--- config.mk ---
export PLATFORM = sky130hd
export DESIGN_NAME = matmul_host_driver
export DESIGN_NICKNAME = d
export VERILOG_FILES = /design/src/rtl/tpu_pkg.sv /design/src/rtl/matmul_host_driver.sv
export SDC_FILE = /design/constraint.sdc
export NUM_CORES = 1
export LEC_CHECK = 0
export CAP_MARGIN = 20
export CORE_ASPECT_RATIO = 0.9
export CORE_MARGIN = 2
export CORE_UTILIZATION = 56
export DETAILED_ROUTE_END_ITERATION = 8
export DONT_BUFFER_PORTS = 1
export PLACE_DENSITY_LB_ADDON = 0.15
export SYNTH_ARGS = -nofsm -noshare
export SYNTH_HDL_FRONTEND = slang
export SYNTH_SLANG_ARGS = --single-unit
--- constraint.sdc ---
create_clock -name clk -period 1.59 [get_ports clk]
set_input_delay 0.318 -clock clk [delete_from_list [all_inputs] [get_ports clk]]
set_output_delay 0.318 -clock clk [all_outputs]
set_load 0.005 [all_outputs]
--- src/rtl/tpu_pkg.sv ---
// Shared types and constants for the 2x2 matmul host-side driver.
// Latency: n/a (declarations only).
// Backpressure: n/a (declarations only).
package tpu_pkg;

    localparam int NUM_OPERAND_BYTES = 8;
    localparam int NUM_RESULTS       = 4;

    typedef logic [7:0] fp8_t;

    typedef enum logic [2:0] {
        ST_LOAD      = 3'd0,
        ST_WAIT_DONE = 3'd1,
        ST_DRAIN     = 3'd2,
        ST_READ      = 3'd3,
        ST_SEND      = 3'd4
    } drv_state_e;

    // True when the byte counter points at the final operand byte (B3).
    function automatic logic is_last_operand(input logic [2:0] k);
        return k == 3'(NUM_OPERAND_BYTES - 1);
    endfunction

endpackage

--- src/rtl/matmul_host_driver.sv ---
// Host-side initiator: streams 8 fp8 operands into the matmul controller, waits for done, reads and returns 4 results.
// Latency: 8th operand accept to first m_valid = 1 + D(done delay) + DRAIN_CYCLES + 4 + 1 cycles.
// Backpressure: s_ready only in LOAD; m_ready=0 stalls SEND with m_data/m_last held; done timeout aborts the job.
module matmul_host_driver
    import tpu_pkg::*;
#(
    parameter int DONE_TIMEOUT = 16,
    parameter int DRAIN_CYCLES = 2
) (
    input  logic       clk,
    input  logic       rst_n,
    input  logic       s_valid,
    input  logic [7:0] s_data,
    output logic       s_ready,
    output logic       m_valid,
    output logic [7:0] m_data,
    output logic       m_last,
    input  logic       m_ready,
    output logic       load_en,
    output logic       load_sel_ab,
    output logic [1:0] load_index,
    output logic [7:0] in_data,
    output logic       output_en,
    output logic [1:0] output_sel,
    input  logic [7:0] out_data,
    input  logic       done,
    output logic       busy,
    output logic       error
);

    localparam int TMO_W = $clog2(DONE_TIMEOUT + 1);
    localparam int DRN_W = (DRAIN_CYCLES > 0) ? $clog2(DRAIN_CYCLES + 1) : 1;

    localparam logic [TMO_W-1:0] TMO_LAST = TMO_W'(DONE_TIMEOUT - 1);
    localparam logic [DRN_W-1:0] DRN_LAST = DRN_W'((DRAIN_CYCLES > 0) ? DRAIN_CYCLES - 1 : 0);
    localparam logic [1:0]       RES_LAST = 2'(NUM_RESULTS - 1);

    drv_state_e       state_q, state_d;
    logic [2:0]       k_q, k_d;
    logic [TMO_W-1:0] tmo_q, tmo_d;
    logic [DRN_W-1:0] drn_q, drn_d;
    logic [1:0]       rd_q, rd_d;
    logic [1:0]       j_q, j_d;
    logic             rdy_q, rdy_d;
    logic             err_q, err_d;
    logic             ld_en_q, ld_en_d;
    logic             ld_ab_q, ld_ab_d;
    logic [1:0]       ld_idx_q, ld_idx_d;
    fp8_t             ld_dat_q, ld_dat_d;
    fp8_t             res_buf_q [NUM_RESULTS];
    logic             buf_we;
    logic             s_hs;

    // rdy_q is only ever high in LOAD, so it doubles as the state qualifier here.
    assign s_hs = s_valid && rdy_q;

    // Next-state, counter and registered-load-port decode.
    always_comb begin
        state_d  = state_q;
        k_d      = k_q;
        tmo_d    = tmo_q;
        drn_d    = drn_q;
        rd_d     = rd_q;
        j_d      = j_q;
        err_d    = 1'b0;
        ld_en_d  = 1'b0;
        ld_ab_d  = 1'b0;
        ld_idx_d = 2'd0;
        ld_dat_d = '0;
        buf_we   = 1'b0;
        unique case (state_q)
            ST_LOAD: begin
                if (s_hs) begin
                    ld_en_d  = 1'b1;
                    ld_dat_d = s_data;
                    ld_ab_d  = k_q[2];
                    ld_idx_d = k_q[1:0];
                    k_d      = k_q + 3'd1;
                    if (is_last_operand(k_q)) begin
                        state_d = ST_WAIT_DONE;
                        tmo_d   = '0;
                    end
                end
            end
            ST_WAIT_DONE: begin
                if (done) begin
                    tmo_d = '0;
                    drn_d = '0;
                    if (DRAIN_CYCLES == 0) begin
                        state_d = ST_READ;
                    end else begin
                        state_d = ST_DRAIN;
                    end
                end else if (tmo_q == TMO_LAST) begin
                    // Controller never answered: drop the job and go back to accepting operands.
                    err_d   = 1'b1;
                    tmo_d   = '0;
                    state_d = ST_LOAD;
                end else begin
                    tmo_d = tmo_q + TMO_W'(1);
                end
            end
            ST_DRAIN: begin
                if (drn_q == DRN_LAST) begin
                    drn_d   = '0;
                    state_d = ST_READ;
                end else begin
                    drn_d = drn_q + DRN_W'(1);
                end
            end
            ST_READ: begin
                buf_we = 1'b1;
                rd_d   = rd_q + 2'd1;
                if (rd_q == RES_LAST) begin
                    j_d     = 2'd0;
                    state_d = ST_SEND;
                end
            end
            ST_SEND: begin
                if (m_ready) begin
                    j_d = j_q + 2'd1;
                    if (j_q == RES_LAST) begin
                        state_d = ST_LOAD;
                    end
                end
            end
            default: state_d = ST_LOAD;
        endcase
        rdy_d = (state_d == ST_LOAD);
    end

    // State, counters and registered controller load port.
    always_ff @(posedge clk or negedge rst_n) begin
        if (!rst_n) begin
            state_q  <= ST_LOAD;
            k_q      <= '0;
            tmo_q    <= '0;
            drn_q    <= '0;
            rd_q     <= '0;
            j_q      <= '0;
            rdy_q    <= 1'b0;
            err_q    <= 1'b0;
            ld_en_q  <= 1'b0;
            ld_ab_q  <= 1'b0;
            ld_idx_q <= '0;
            ld_dat_q <= '0;
        end else begin
            state_q  <= state_d;
            k_q      <= k_d;
            tmo_q    <= tmo_d;
            drn_q    <= drn_d;
            rd_q     <= rd_d;
            j_q      <= j_d;
            rdy_q    <= rdy_d;
            err_q    <= err_d;
            ld_en_q  <= ld_en_d;
            ld_ab_q  <= ld_ab_d;
            ld_idx_q <= ld_idx_d;
            ld_dat_q <= ld_dat_d;
        end
    end

    // Result buffer: out_data is combinational on output_sel, captured at the end of each READ cycle.
    always_ff @(posedge clk or negedge rst_n) begin
        if (!rst_n) begin
            for (int i = 0; i < NUM_RESULTS; i++) begin
                res_buf_q[i] <= '0;
            end
        end else if (buf_we) begin
            res_buf_q[rd_q] <= out_data;
        end
    end

    assign s_ready     = rdy_q;
    assign load_en     = ld_en_q;
    assign load_sel_ab = ld_ab_q;
    assign load_index  = ld_idx_q;
    assign in_data     = ld_dat_q;
    assign output_en   = (state_q == ST_READ);
    assign output_sel  = output_en ? rd_q : 2'd0;
    assign m_valid     = (state_q == ST_SEND);
    assign m_data      = m_valid ? res_buf_q[j_q] : '0;
    assign m_last      = m_valid && (j_q == RES_LAST);
    assign busy        = (state_q != ST_LOAD);
    assign error       = err_q;

endmodule
==> flow_summary.ini <==
[timing]
drv_slew = 0
final_hold_viol_count = 63
slew_headroom_pct = 70.45
setup_slack_ns = -0.2731
worstMarginPinSlew_ns = 0.4414
final.min_clock_period_ns = 1.863
setup_viol = 12
tns_ns = -2.780
grt_setup_unrepaired = true
worst_clock_skew_ns = 0.008192
fmax_ghz = 0.5367
period_share_pct = 117.2
whs_ns = -0.3244

[clocking]
cts_tree = done
cts_root_buffer = clkbuf_8
insertion_delay_ns = 0.34
ctsLongestPathBuffers = 2
numCtsBuffers = 9
htreeDepth = 3
clock_sinks = 63
path_clk_slew_ns = 0.07

[grt]
antenna_found_initial = 0
grt_usage_pct = 20.78
grt_max_degree = 64
grt_pass1_vias = 1779
grt_pass1_wl_mm = 8.866
grt_overflow = 0

[cells_and_area]
antenna_cells = 0
layout_common_cells = dfrtp_1, mux2_4, and2_1, buf_4, clkbuf_8
nFillCells = 412
layout.nets = 249
syn_to_final_growth_pct = 11.48
drive_gt1_share_pct = 36.77
layout_commonest_cell = dfrtp_1

[die]
coreArea_um2 = 5192
die_h_um = 73.27
fp-row-count = 25
start_util_pct = 57.49
fp.dieArea_um2 = 5932
dieWidth_um = 80.97
io_pins = 49

[routing]
first_pass_iters = 4
drt_iter0_drc = 43
drc = 0
routedWlPerCell_um = 18.13
wirelength_mm = 5.259
vias_per_cell = 5.538
vias = 1606
drtAntennaViolNets = 0

[pwr]
ir_drop_mv = 0.9745
p_leak_nw = 1.556
p_per_area_nw_per_um2 = 1865

[setup_path]
path_class = register to primary output
arrival_ns = 1.55
critPathMaxFanout = 4
endpoint_kind = primary output
slowest_stage = mux4_2
required_ns = 1.27
critPathLaunchType = register
crit_path_max_incr_delay_ns = 0.52
path_cells = buf_6 > mux4_2 > nor2b_4

[synthesis]
synth-seq-area-share_pct = 52.81
syn-num-nets = 234
syn_avg_cell_area_um2 = 14.56
synth-edff-count = 0
synth.distinct_cells = 43
ys_async_sr_fraction_pct = 100.0
synth_ff_type = dfrtp_1
synth_area_um2 = 2985
ys_seq_elements = 63
yosys_warnings = 0
synth_cells = 205

[hold_path]
min_path_type = primary input to async pin

[run]
maxCapViolCount = 0

[place]
gp_congestion = 0.7431
pre_cts_ws_ns = 0.0003837
hpwl_mm = 3.592
place.port_buffers = 0

[status]
status = finished, violations left
violations = negative hold slack, negative setup slack
==> logic make-up (layout without fill, tap and decap cells) <==
| group | Yosys count | after routing | share of synthesized area (%) |
|---|---|---|---|
| buf+inv | 16 | 34 | 3.310 |
| xor+xnor | 3 | 3 | 0.8803 |
| compound gates | 18 | 18 | 3.562 |
| mux | 43 | 43 | 22.21 |
| simple gates | 54 | 54 | 13.87 |
| fa+ha+maj | 8 | 8 | 3.353 |
| flops | 63 | 63 | 52.81 |
==> power by group <==
| group | leakage (nW) | total [W] | switching, W | internal, W |
|---|---|---|---|---|
| sequential | 0.781 | 0.00266 | 0.000414 | 0.00224 |
| combinational | 0.686 | 0.00224 | 0.000849 | 0.00139 |
| clock | 0.0896 | 0.00131 | 0.000555 | 0.000752 |
| total | 1.56 | 0.00621 | 0.00182 | 0.00439 |
==> layer usage <==
metal	vias up	global-route usage, %	routed length [um]
met1	801	25.44	2212
met4	0	7.910	63
met2	48	32.97	2630
li1	749	-	-
met5	-	0	0
met3	8	8.845	352
==> cell usage after synthesis (all sizes together) (3+ instances only) <==
library cell / count / area share (%)
inv: 7 / 0.88
buf: 8 / 2.3
and2: 16 / 3.4
nor2b: 12 / 2.5
mux2: 34 / 16
nand3: 3 / 0.50
o21ai: 5 / 0.84
nand2: 7 / 2.5
a21oi: 7 / 1.2
mux4: 8 / 6.0
ha: 8 / 3.4
dfrtp: 63 / 53
==> worst max-delay path: cells and delay by family (launching register included) <==
family,cells,cell delay [ns]
multiplexers,1,0.52
flip-flops,1,0.40
buffers and inverters,1,0.15
AND/OR/NAND/NOR,1,0.15
==> flip-flops by register name (all words and copies together), names as in the netlist, 2 cells and up <==
name,flops
res_buf_q,32
in_data,8
tmo_q,5
k_q,3
state_q,3
drn_q,2
j_q,2
load_index,2
rd_q,2
==> final timing paths <==
| path | start | endpoint | slack [ns] | depth (start not counted) |
|---|---|---|---|---|
| min in group clk | s_data[0] | in_data[0] | 0.11 | 1 |
| max in group asynchronous | rst_n | state_q[1] | 1.81 | 0 |
| hold / removal | rst_n | res_buf_q[22] | -0.32 | 0 |
| setup / recovery | j_q[0] | m_data[6] | -0.27 | 3 |
| hold reg to reg | k_q[0] | k_q[0] | 0.50 | 1 |
| setup reg to reg | k_q[0] | s_ready | 0.05 | 5 |
==> through the flow <==
stage | total power, W | cells | utilization [%] | cell area [um2]
4_1_cts | 0.006252 | 289 | 63.73 | 3309
6_report | 0.006206 | 290 | 64.10 | 3328
5_1_grt | 0.006625 | 290 | 64.10 | 3328
2_1_floorplan | 0.004414 | 205 | - | 2985
3_3_place_gp | 0.004688 | 275 | 59.45 | 3087
3_5_place_dp | 0.004834 | 275 | 59.45 | 3087
==> what timing repair did <==
item,4_1_cts,5_1_grt
setup buffers,0,1
endpoints found under the hold margin,63,63
endpoints found under the setup margin,14,26
pin swaps,0,2
gates resized for setup,12,3
==> cell type report <==
type	count	area, um2	area share, %
inverter	7	26.28	0.7895
tap	67	83.83	2.519
clock buffer	13	148.9	4.474
clock inverter	1	30.03	0.9023
sequential	63	1578	47.41
multi-input combinational	126	1356	40.75
timing repair buffer	13	105.1	3.158
Note: power is estimated with default switching activity, not from simulation.
